<file path="src/rtl/uart_xcvr.sv">
// Full-duplex 8N1-style UART: TX serialiser, RX deserialiser with 2-flop sync, show-ahead RX FIFO.
// Runtime loopback routes rx_pin straight to tx_pin while the TX FSM keeps handshaking.
module uart_xcvr #(
  parameter int CLKS_PER_BIT = 434,
  parameter int DATA_BITS    = 8,
  parameter int FIFO_DEPTH   = 16
) (
  input  logic                            clk,
  input  logic                            rst,
  input  logic                            loopback,
  input  logic                            rx_pin,
  output logic                            tx_pin,
  input  logic [DATA_BITS-1:0]            tx_data,
  input  logic                            tx_valid,
  output logic                            tx_ready,
  output logic [DATA_BITS-1:0]            rx_data,
  output logic                            rx_valid,
  input  logic                            rx_ready,
  output logic [$clog2(FIFO_DEPTH+1)-1:0] rx_count,
  output logic                            frame_err,
  output logic                            rx_overrun
);

  localparam int TW = $clog2(CLKS_PER_BIT);
  localparam int BW = $clog2(DATA_BITS + 1);
  localparam int AW = $clog2(FIFO_DEPTH);
  localparam int CW = $clog2(FIFO_DEPTH + 1);
  localparam logic [TW-1:0] T_LAST = TW'(CLKS_PER_BIT - 1);
  localparam logic [TW-1:0] T_HALF = TW'(CLKS_PER_BIT / 2 - 1);
  localparam logic [BW-1:0] B_LAST = BW'(DATA_BITS - 1);
  localparam logic [CW-1:0] C_FULL = CW'(FIFO_DEPTH);

  typedef enum logic [1:0] {IDLE, START, DATA, STOP} state_t;

  state_t                tx_state;
  logic [TW-1:0]         tx_timer;
  logic [BW-1:0]         tx_idx;
  logic [DATA_BITS-1:0]  tx_shreg;
  logic                  tx_line;

  always_ff @(posedge clk) begin
    if (rst) begin
      tx_state <= IDLE;
      tx_timer <= '0;
      tx_idx   <= '0;
      tx_shreg <= '0;
      tx_line  <= 1'b1;
      tx_ready <= 1'b1;
    end else begin
      case (tx_state)
        IDLE: if (tx_valid && tx_ready) begin
          tx_shreg <= tx_data;
          tx_line  <= 1'b0;
          tx_ready <= 1'b0;
          tx_timer <= '0;
          tx_state <= START;
        end
        START: if (tx_timer == T_LAST) begin
          tx_timer <= '0;
          tx_idx   <= '0;
          tx_line  <= tx_shreg[0];
          tx_state <= DATA;
        end else tx_timer <= tx_timer + 1'b1;
        DATA: if (tx_timer == T_LAST) begin
          tx_timer <= '0;
          if (tx_idx == B_LAST) begin
            tx_line  <= 1'b1;
            tx_state <= STOP;
          end else begin
            tx_idx   <= tx_idx + 1'b1;
            tx_shreg <= tx_shreg >> 1;
            tx_line  <= tx_shreg[1];
          end
        end else tx_timer <= tx_timer + 1'b1;
        STOP: if (tx_timer == T_LAST) begin
          tx_timer <= '0;
          tx_ready <= 1'b1;
          tx_state <= IDLE;
        end else tx_timer <= tx_timer + 1'b1;
        default: tx_state <= IDLE;
      endcase
    end
  end

  assign tx_pin = loopback ? rx_pin : tx_line;

  // rx_pin is asynchronous; only rx_bit (second flop) feeds decisions
  logic [1:0]           rx_sync;
  logic                 rx_bit;
  state_t               rx_state;
  logic [TW-1:0]        rx_timer;
  logic [BW-1:0]        rx_idx;
  logic [DATA_BITS-1:0] rx_shreg;
  logic                 push;

  assign rx_bit = rx_sync[1];
  assign push   = (rx_state == STOP) && (rx_timer == T_LAST) && rx_bit;

  always_ff @(posedge clk) begin
    if (rst) begin
      rx_sync   <= 2'b11;
      rx_state  <= IDLE;
      rx_timer  <= '0;
      rx_idx    <= '0;
      rx_shreg  <= '0;
      frame_err <= 1'b0;
    end else begin
      rx_sync   <= {rx_sync[0], rx_pin};
      frame_err <= 1'b0;
      case (rx_state)
        IDLE: if (!rx_bit) begin
          rx_timer <= '0;
          rx_state <= START;
        end
        START: if (rx_timer == T_HALF) begin
          rx_timer <= '0;
          rx_idx   <= '0;
          rx_state <= rx_bit ? IDLE : DATA;
        end else rx_timer <= rx_timer + 1'b1;
        DATA: if (rx_timer == T_LAST) begin
          rx_timer <= '0;
          rx_shreg <= {rx_bit, rx_shreg[DATA_BITS-1:1]};
          if (rx_idx == B_LAST) rx_state <= STOP;
          else rx_idx <= rx_idx + 1'b1;
        end else rx_timer <= rx_timer + 1'b1;
        STOP: if (rx_timer == T_LAST) begin
          rx_timer  <= '0;
          frame_err <= !rx_bit;
          rx_state  <= IDLE;
        end else rx_timer <= rx_timer + 1'b1;
        default: rx_state <= IDLE;
      endcase
    end
  end

  logic [DATA_BITS-1:0] mem [FIFO_DEPTH];
  logic [AW-1:0]        wr_ptr;
  logic [AW-1:0]        rd_ptr;
  logic                 pop;
  logic                 wr;

  // A pop in the same cycle frees the slot, so a full FIFO can still accept
  assign pop      = rx_valid && rx_ready;
  assign wr       = push && ((rx_count != C_FULL) || pop);
  assign rx_valid = (rx_count != '0);
  assign rx_data  = mem[rd_ptr];

  always_ff @(posedge clk) begin
    if (wr) mem[wr_ptr] <= rx_shreg;
  end

  always_ff @(posedge clk) begin
    if (rst) begin
      wr_ptr     <= '0;
      rd_ptr     <= '0;
      rx_count   <= '0;
      rx_overrun <= 1'b0;
    end else begin
      if (wr) wr_ptr <= wr_ptr + 1'b1;
      if (pop) rd_ptr <= rd_ptr + 1'b1;
      if (push && !wr) rx_overrun <= 1'b1;
      case ({wr, pop})
        2'b10:   rx_count <= rx_count + 1'b1;
        2'b01:   rx_count <= rx_count - 1'b1;
        default: rx_count <= rx_count;
      endcase
    end
  end

endmodule
</file>
<file path="config.mk">
export PLATFORM = sky130hd
export DESIGN_NAME = uart_xcvr
export DESIGN_NICKNAME = d
export VERILOG_FILES = /design/src/rtl/uart_xcvr.sv
export SDC_FILE = /design/constraint.sdc
export NUM_CORES = 1
export LEC_CHECK = 0
export BUFFER_PORTS_ARGS = -buffer_cell sky130_fd_sc_hd__clkbuf_2
export CAP_MARGIN = 20
export CORE_AREA = 2 2 117 119
export CTS_CLUSTER_SIZE = 16
export DETAILED_ROUTE_END_ITERATION = 8
export DIE_AREA = 0 0 119 121
export PLACE_DENSITY_LB_ADDON = 0.3
export RECOVER_POWER = 50
export REMOVE_ABC_BUFFERS = 1
export SLEW_MARGIN = 20
export SYNTH_ARGS = -nofsm -noshare
export SYNTH_HDL_FRONTEND = slang
export SYNTH_SLANG_ARGS = --single-unit
</file>
<file path="constraint.sdc">
create_clock -name clk -period 5.8 [get_ports clk]
set_input_delay 1.45 -clock clk [delete_from_list [all_inputs] [get_ports clk]]
set_output_delay 1.45 -clock clk [all_outputs]
set_load 0.01 [all_outputs]
</file>
# == Word level (Yosys, flattened, before mapping) ==
# Memories as Yosys holds them, arrays and structs flattened. A register that Yosys moved wholly into a read port is not among the register bits.
# Index checks and enable logic that the tools add are counted.
# op_classes
addsub,8
shifts,0
bitwise,2
n_eq_ne,26
div,0
muxes,45
magnitude_cmp,0
mul,0
n_reduce_logical,29
# ops
cell,n
9-bit two-way mux,5
4-bit two-way mux,8
9-bit one-hot mux with 3 select lines,1
8-bit two-way mux,3
2-bit two-way mux,11
2-bit != test (second input constant),11
9-bit by 1-bit adder with 9-bit output (second input constant),2
9-bit equality test (second input constant),2
9-bit one-hot mux with 2 select lines,1
4-bit by 1-bit adder with 4-bit output (second input constant),4
2-bit one-hot mux with 4 select lines,2
4-bit one-hot mux with 2 select lines,2
8-bit one-hot mux with 2 select lines,1
4-bit AND reduction,4
2-bit equality test (second input constant),5
5-bit one-hot mux with 2 select lines,1
5-bit AND reduction,2
2-bit nonzero test,5
9-bit by 8-bit equality test with 1-bit output (second input constant),1
4-bit by 3-bit equality test with 1-bit output (second input constant),2
1-bit two-way mux,8
2-bit by 1-bit equality test with 1-bit output (second input constant),3
1-bit logical AND,6
3-bit OR reduction,2
other kinds (15),18
# word_totals
memories,1
latch_bits,0
elab_cells,127
reg_bits,65
inputBits,14
ramBits,128
mem_bits_ro,0
# mem_list
name,depth,width,rd,rd_clocked_by_memory_dff,write_ports,line,source
mem,16,8,1,1,1,136,logic [DATA_BITS-1:0] mem [FIFO_DEPTH];

# == Longest topological paths before layout ==
# logic_depth
depth_word,6
mapped_depth,11

# == Worst setup path before layout ==
# No wires, ideal clock.
# synth_timing
kind,flip-flop to output port
start,register with a tool-made name
end,output port rx_data[0]
path_buffers,2
required_time_ns,4.350
slack_ns,2.517
path_stages_with_launch,5
arrival_time_ns,1.833
cell_sequence,dfxtp_1 -> clkbuf_1 -> buf_2 -> mux4_2 -> mux4_2
# synth_lines
item,line,source
"end, declared",16,"output logic [DATA_BITS-1:0] rx_data,"

==> flow_results.org <==
** Logic synthesis
- After synthesis, the mean cell area works out to 14.13 um2.
- Most used flip-flop cell after synthesis :: sky130_fd_sc_hd__edfxtp_1
- The netlist uses 66 different library cells.
- EDFF count, synth :: 128
- In this run, synthesis produced a sequential element count of about 200.
- Mapped Area :: between 0.008 and 0.009 mm2
- Gate count of the mapped netlist :: between 500 and 600
- The share of the Yosys chip area taken by registers is 0.6226.
- Yosys printed 0 warnings.
- For this run, asynchronously set or reset flops after synthesis account for 0.

** Detailed routing
- Iteration count of the initial detailed-routing pass :: 7
- Across all layers, the routed design uses 5,039 vias.
- Antenna viol nets, final :: 0
- Number of DRC violations after detailed-routing iteration 0 :: 569
- In the routed design, unresolved DRC markers number 0.
- Overall routed net length :: 16,840 um
- In the final routed layout, each cell accounts on average for 20.87 um.
- Via density per instance :: 6.244

** GRT
- The number of antenna violations at the first check in global routing is 0.
- Entering global routing, the biggest net connects 43 pins.
- GRT Total Usage :: 0.2497
- The number of global-route vias before repair is around 5,000.
- First-pass GRT wire length :: 26,570 um
- Summed over all layers, the global routing overflow is 0.

** CTS
- After clock tree synthesis, the repair step resized 0 gates.
- TritonCTS clock tree :: yes
- The tree is rooted in a sky130_fd_sc_hd__clkbuf_16.
- For this design, the CTS-stage hold fixing added 0 buffers.
- Buffers added to address setup during post-CTS repair amount to 0.
- Register clock-pin slew on the reported worst setup and hold paths :: around 60 ps
- Clock latency of the later-clocked register in the worst-skew pair :: 430 ps
- Total clock buffers created by CTS :: 17
- The H-tree was split into 4 levels.
- Clk buf depth :: 2
- The tree built by TritonCTS fans out to 197 sinks.

** Power
- For this design the static power due to leakage is 0.003031 uW.
- Power spread over the standard cell area amounts to 387.6 mW/mm2.
- Total power :: 3569 uW
- Peak VDD IR :: 0.3065 mV

** Timing
- Rel. slew slack :: -0.2355
- Total setup violations reported at the end of the flow :: 0
- Measured slew at the worst slew-check pin :: 1853 ps
- The final hold violation count was 0.
- Final count of pins violating max slew :: 43
- In the final timing run, aggregate negative setup slack is 0 ps.
- Part of the cycle the worst path needs :: 0.6747
- Setup repair after global routing left no endpoint under its margin.
- In the post-route analysis, the smallest setup slack over all paths is 1887 ps.
- Maximum operating frequency :: 255.5 MHz
- Post-layout min period :: between 3000 and 4000 ps
- Final setup skew :: 10.54 ps

** Worst hold path
- Type of the worst min-delay path :: flop to flop

** Setup path
- At the worst endpoint, the arrival time is about 4200 ps.
- The critical path is of the input pin to flop type.
- STA classifies the critical path endpoint as a flop.
- Launching element type of the critical path :: input pin
- STA puts the critical path data required time at between 6000 and 7000 ps.
- Along the worst path, the maximum fanout reaches 42.

** Finish
- Number of nets at the end of the flow :: 650
- 0 antenna diodes ended up in the layout.
- Counting the fill cells in the layout gives 883.
- Of the cells placed in the final design, the portion with a size suffix greater than 1 is 0.1759.
- Final core utilization :: 0.7037
- In the final layout, the multi-input gates occupy 0.002955 mm2.
- Relative to the synthesized area, the layout overhead comes to 9.721%.
- Register cell area after layout :: about 0.0052 mm2

** Floorplan
- For this configuration, the core starts out at a cell density of 0.6413.
- The die covers 0.01440 mm2.
- In this run the core area contains 42 standard-cell rows.
- From left edge to right edge, the die measures approximately 120 um.
- Number of placed I/O pins :: 32
- Die Y-Extent :: 121 um
- Core area :: 0.01309 mm2

** Place
- The HPWL after detailed placement is 10,870 um.
- The congestion estimate from routability-driven global placement came to around 0.85.
- Pre-CTS worst setup slack :: between 1500 and 2000 ps
- Number of buffers added on ports :: 31

** Run status
- Violations in the final reports :: capacitance limit, slew limit
- The run finished, with violations left.

** Flow run
- Across the run, the number of max-cap violations was 1.
-- cell usage in the layout, fill, tap and decap left out, drive strengths merged, types with 6 or more instances in the layout --
cell,netlist,final
nor3,6,6
and2,17,17
a211oi,10,10
ha,18,18
nand3,14,14
clkbuf,20,55
nand2,31,31
nor2,56,56
nor4,7,7
mux4,40,40
dfxtp,69,69
inv,14,14
o21ai,18,18
a21oi,22,22
mux2i,17,17
a311oi,11,11
edfxtp,128,128
-- flip-flops by register name, indices dropped and copies added, names as in the netlist, named ones only --
register / cells
tx_ready: 1
rx_shreg: 8
tx_timer: 9
wr_ptr: 4
tx_idx: 4
tx_shreg: 8
tx_state: 2
rx_count: 5
rx_sync: 2
rd_ptr: 4
tx_line: 1
frame_err: 1
rx_state: 1
mem: 128
rx_idx: 4
rx_overrun: 1
rx_timer: 9
-- stage by stage --
stage | std cells | instance area, um2 | hold slack [ps]
finish | 807 | 9208 | 425.8
global route | 807 | 9208 | 431.1
global placement | 775 | 8666 | 412.0
detailed placement | 775 | 8666 | 411.4
CTS | 807 | 9251 | 426.1
floorplan | 566 | 8274 | 389.5
-- metal layers --
| layer | track usage | share of wire | vias up |
|---|---|---|---|
| li1 | - | - | 2349 |
| met1 | 0.3275 | 0.41 | 2481 |
| met2 | 0.4156 | 0.50 | 178 |
| met3 | 0.05028 | 0.056 | 31 |
| met4 | 0.09598 | 0.028 | 0 |
| met5 | 0 | 0 | - |
-- final timing paths --
| kind | slack [ps] | start | endpoint | cells after the start |
|---|---|---|---|---|
| worst max-delay path | 1890 | rst | rx_count[3]$_SDFFE_PP0P_ | 5 |
| worst min-delay path | 430 | rx_sync[0]$_SDFF_PP1_ | rx_sync[1]$_SDFF_PP1_ | 1 |
| worst max register to register | 2690 | rx_timer[2]$_SDFFE_PP0P_ | rx_count[4]$_SDFFE_PP0P_ | 5 |
| worst min register to register | 430 | rx_sync[0]$_SDFF_PP1_ | rx_sync[1]$_SDFF_PP1_ | 1 |
-- logic make-up after synthesis --
| kind of cell | share of synthesized area |
|---|---|
| compound gates | 0.07783 |
| flops | 0.6226 |
| xor+xnor | 0.01044 |
| mux | 0.1317 |
| fa+ha+maj | 0.02684 |
| buf+inv | 0.02028 |
| simple gates | 0.1103 |
-- worst max-delay path, cell delays in order --
cell and delay [ps]:
sky130_fd_sc_hd__clkbuf_1 670, sky130_fd_sc_hd__clkbuf_1 1400, sky130_fd_sc_hd__inv_1 420, sky130_fd_sc_hd__o31ai_1 190, sky130_fd_sc_hd__a21oi_1 60
-- cell type report --
type | instances | share of cell area
Clock inverter | 9 | 0.01386
Clock buffer | 23 | 0.04974
Inverter | 14 | 0.005707
Tap cell | 176 | 0.02392
Timing Repair Buffer | 33 | 0.01794
Sequential cell | 197 | 0.5679
Multi-Input combinational cell | 355 | 0.3210
-- cells in the mapped netlist, types with 5 or more instances --
| library cell | count | area [um2] |
|---|---|---|
| sky130_fd_sc_hd__dfxtp_1 | 69 | 1381 |
| sky130_fd_sc_hd__a21oi_1 | 22 | 110.1 |
| sky130_fd_sc_hd__ha_1 | 18 | 225.2 |
| sky130_fd_sc_hd__and2_1 | 17 | 106.4 |
| sky130_fd_sc_hd__nor4_1 | 6 | 37.54 |
| sky130_fd_sc_hd__a311oi_1 | 11 | 96.34 |
| sky130_fd_sc_hd__mux4_2 | 40 | 900.9 |
| sky130_fd_sc_hd__nand3b_1 | 5 | 37.54 |
| sky130_fd_sc_hd__edfxtp_1 | 128 | 3844 |
| sky130_fd_sc_hd__inv_1 | 14 | 52.55 |
| sky130_fd_sc_hd__mux2i_1 | 17 | 170.2 |
| sky130_fd_sc_hd__a211oi_1 | 9 | 67.56 |
| sky130_fd_sc_hd__nor2_1 | 55 | 206.5 |
| sky130_fd_sc_hd__o21ai_0 | 15 | 75.07 |
| sky130_fd_sc_hd__nand2_1 | 31 | 116.4 |
| sky130_fd_sc_hd__xnor2_1 | 5 | 43.79 |
| sky130_fd_sc_hd__nand3_1 | 14 | 70.07 |
| sky130_fd_sc_hd__nor3_1 | 6 | 30.03 |
| sky130_fd_sc_hd__xor2_1 | 5 | 43.79 |
| sky130_fd_sc_hd__clkbuf_1 | 20 | 75.07 |
| sky130_fd_sc_hd__nand4_1 | 5 | 31.28 |
-- power breakdown --
group,internal (uW),switching (uW)
Clock,687,475
Sequential,1540,124
Combinational,380,361
Total,2610,960
Note: power is estimated with default switching activity, not from simulation.
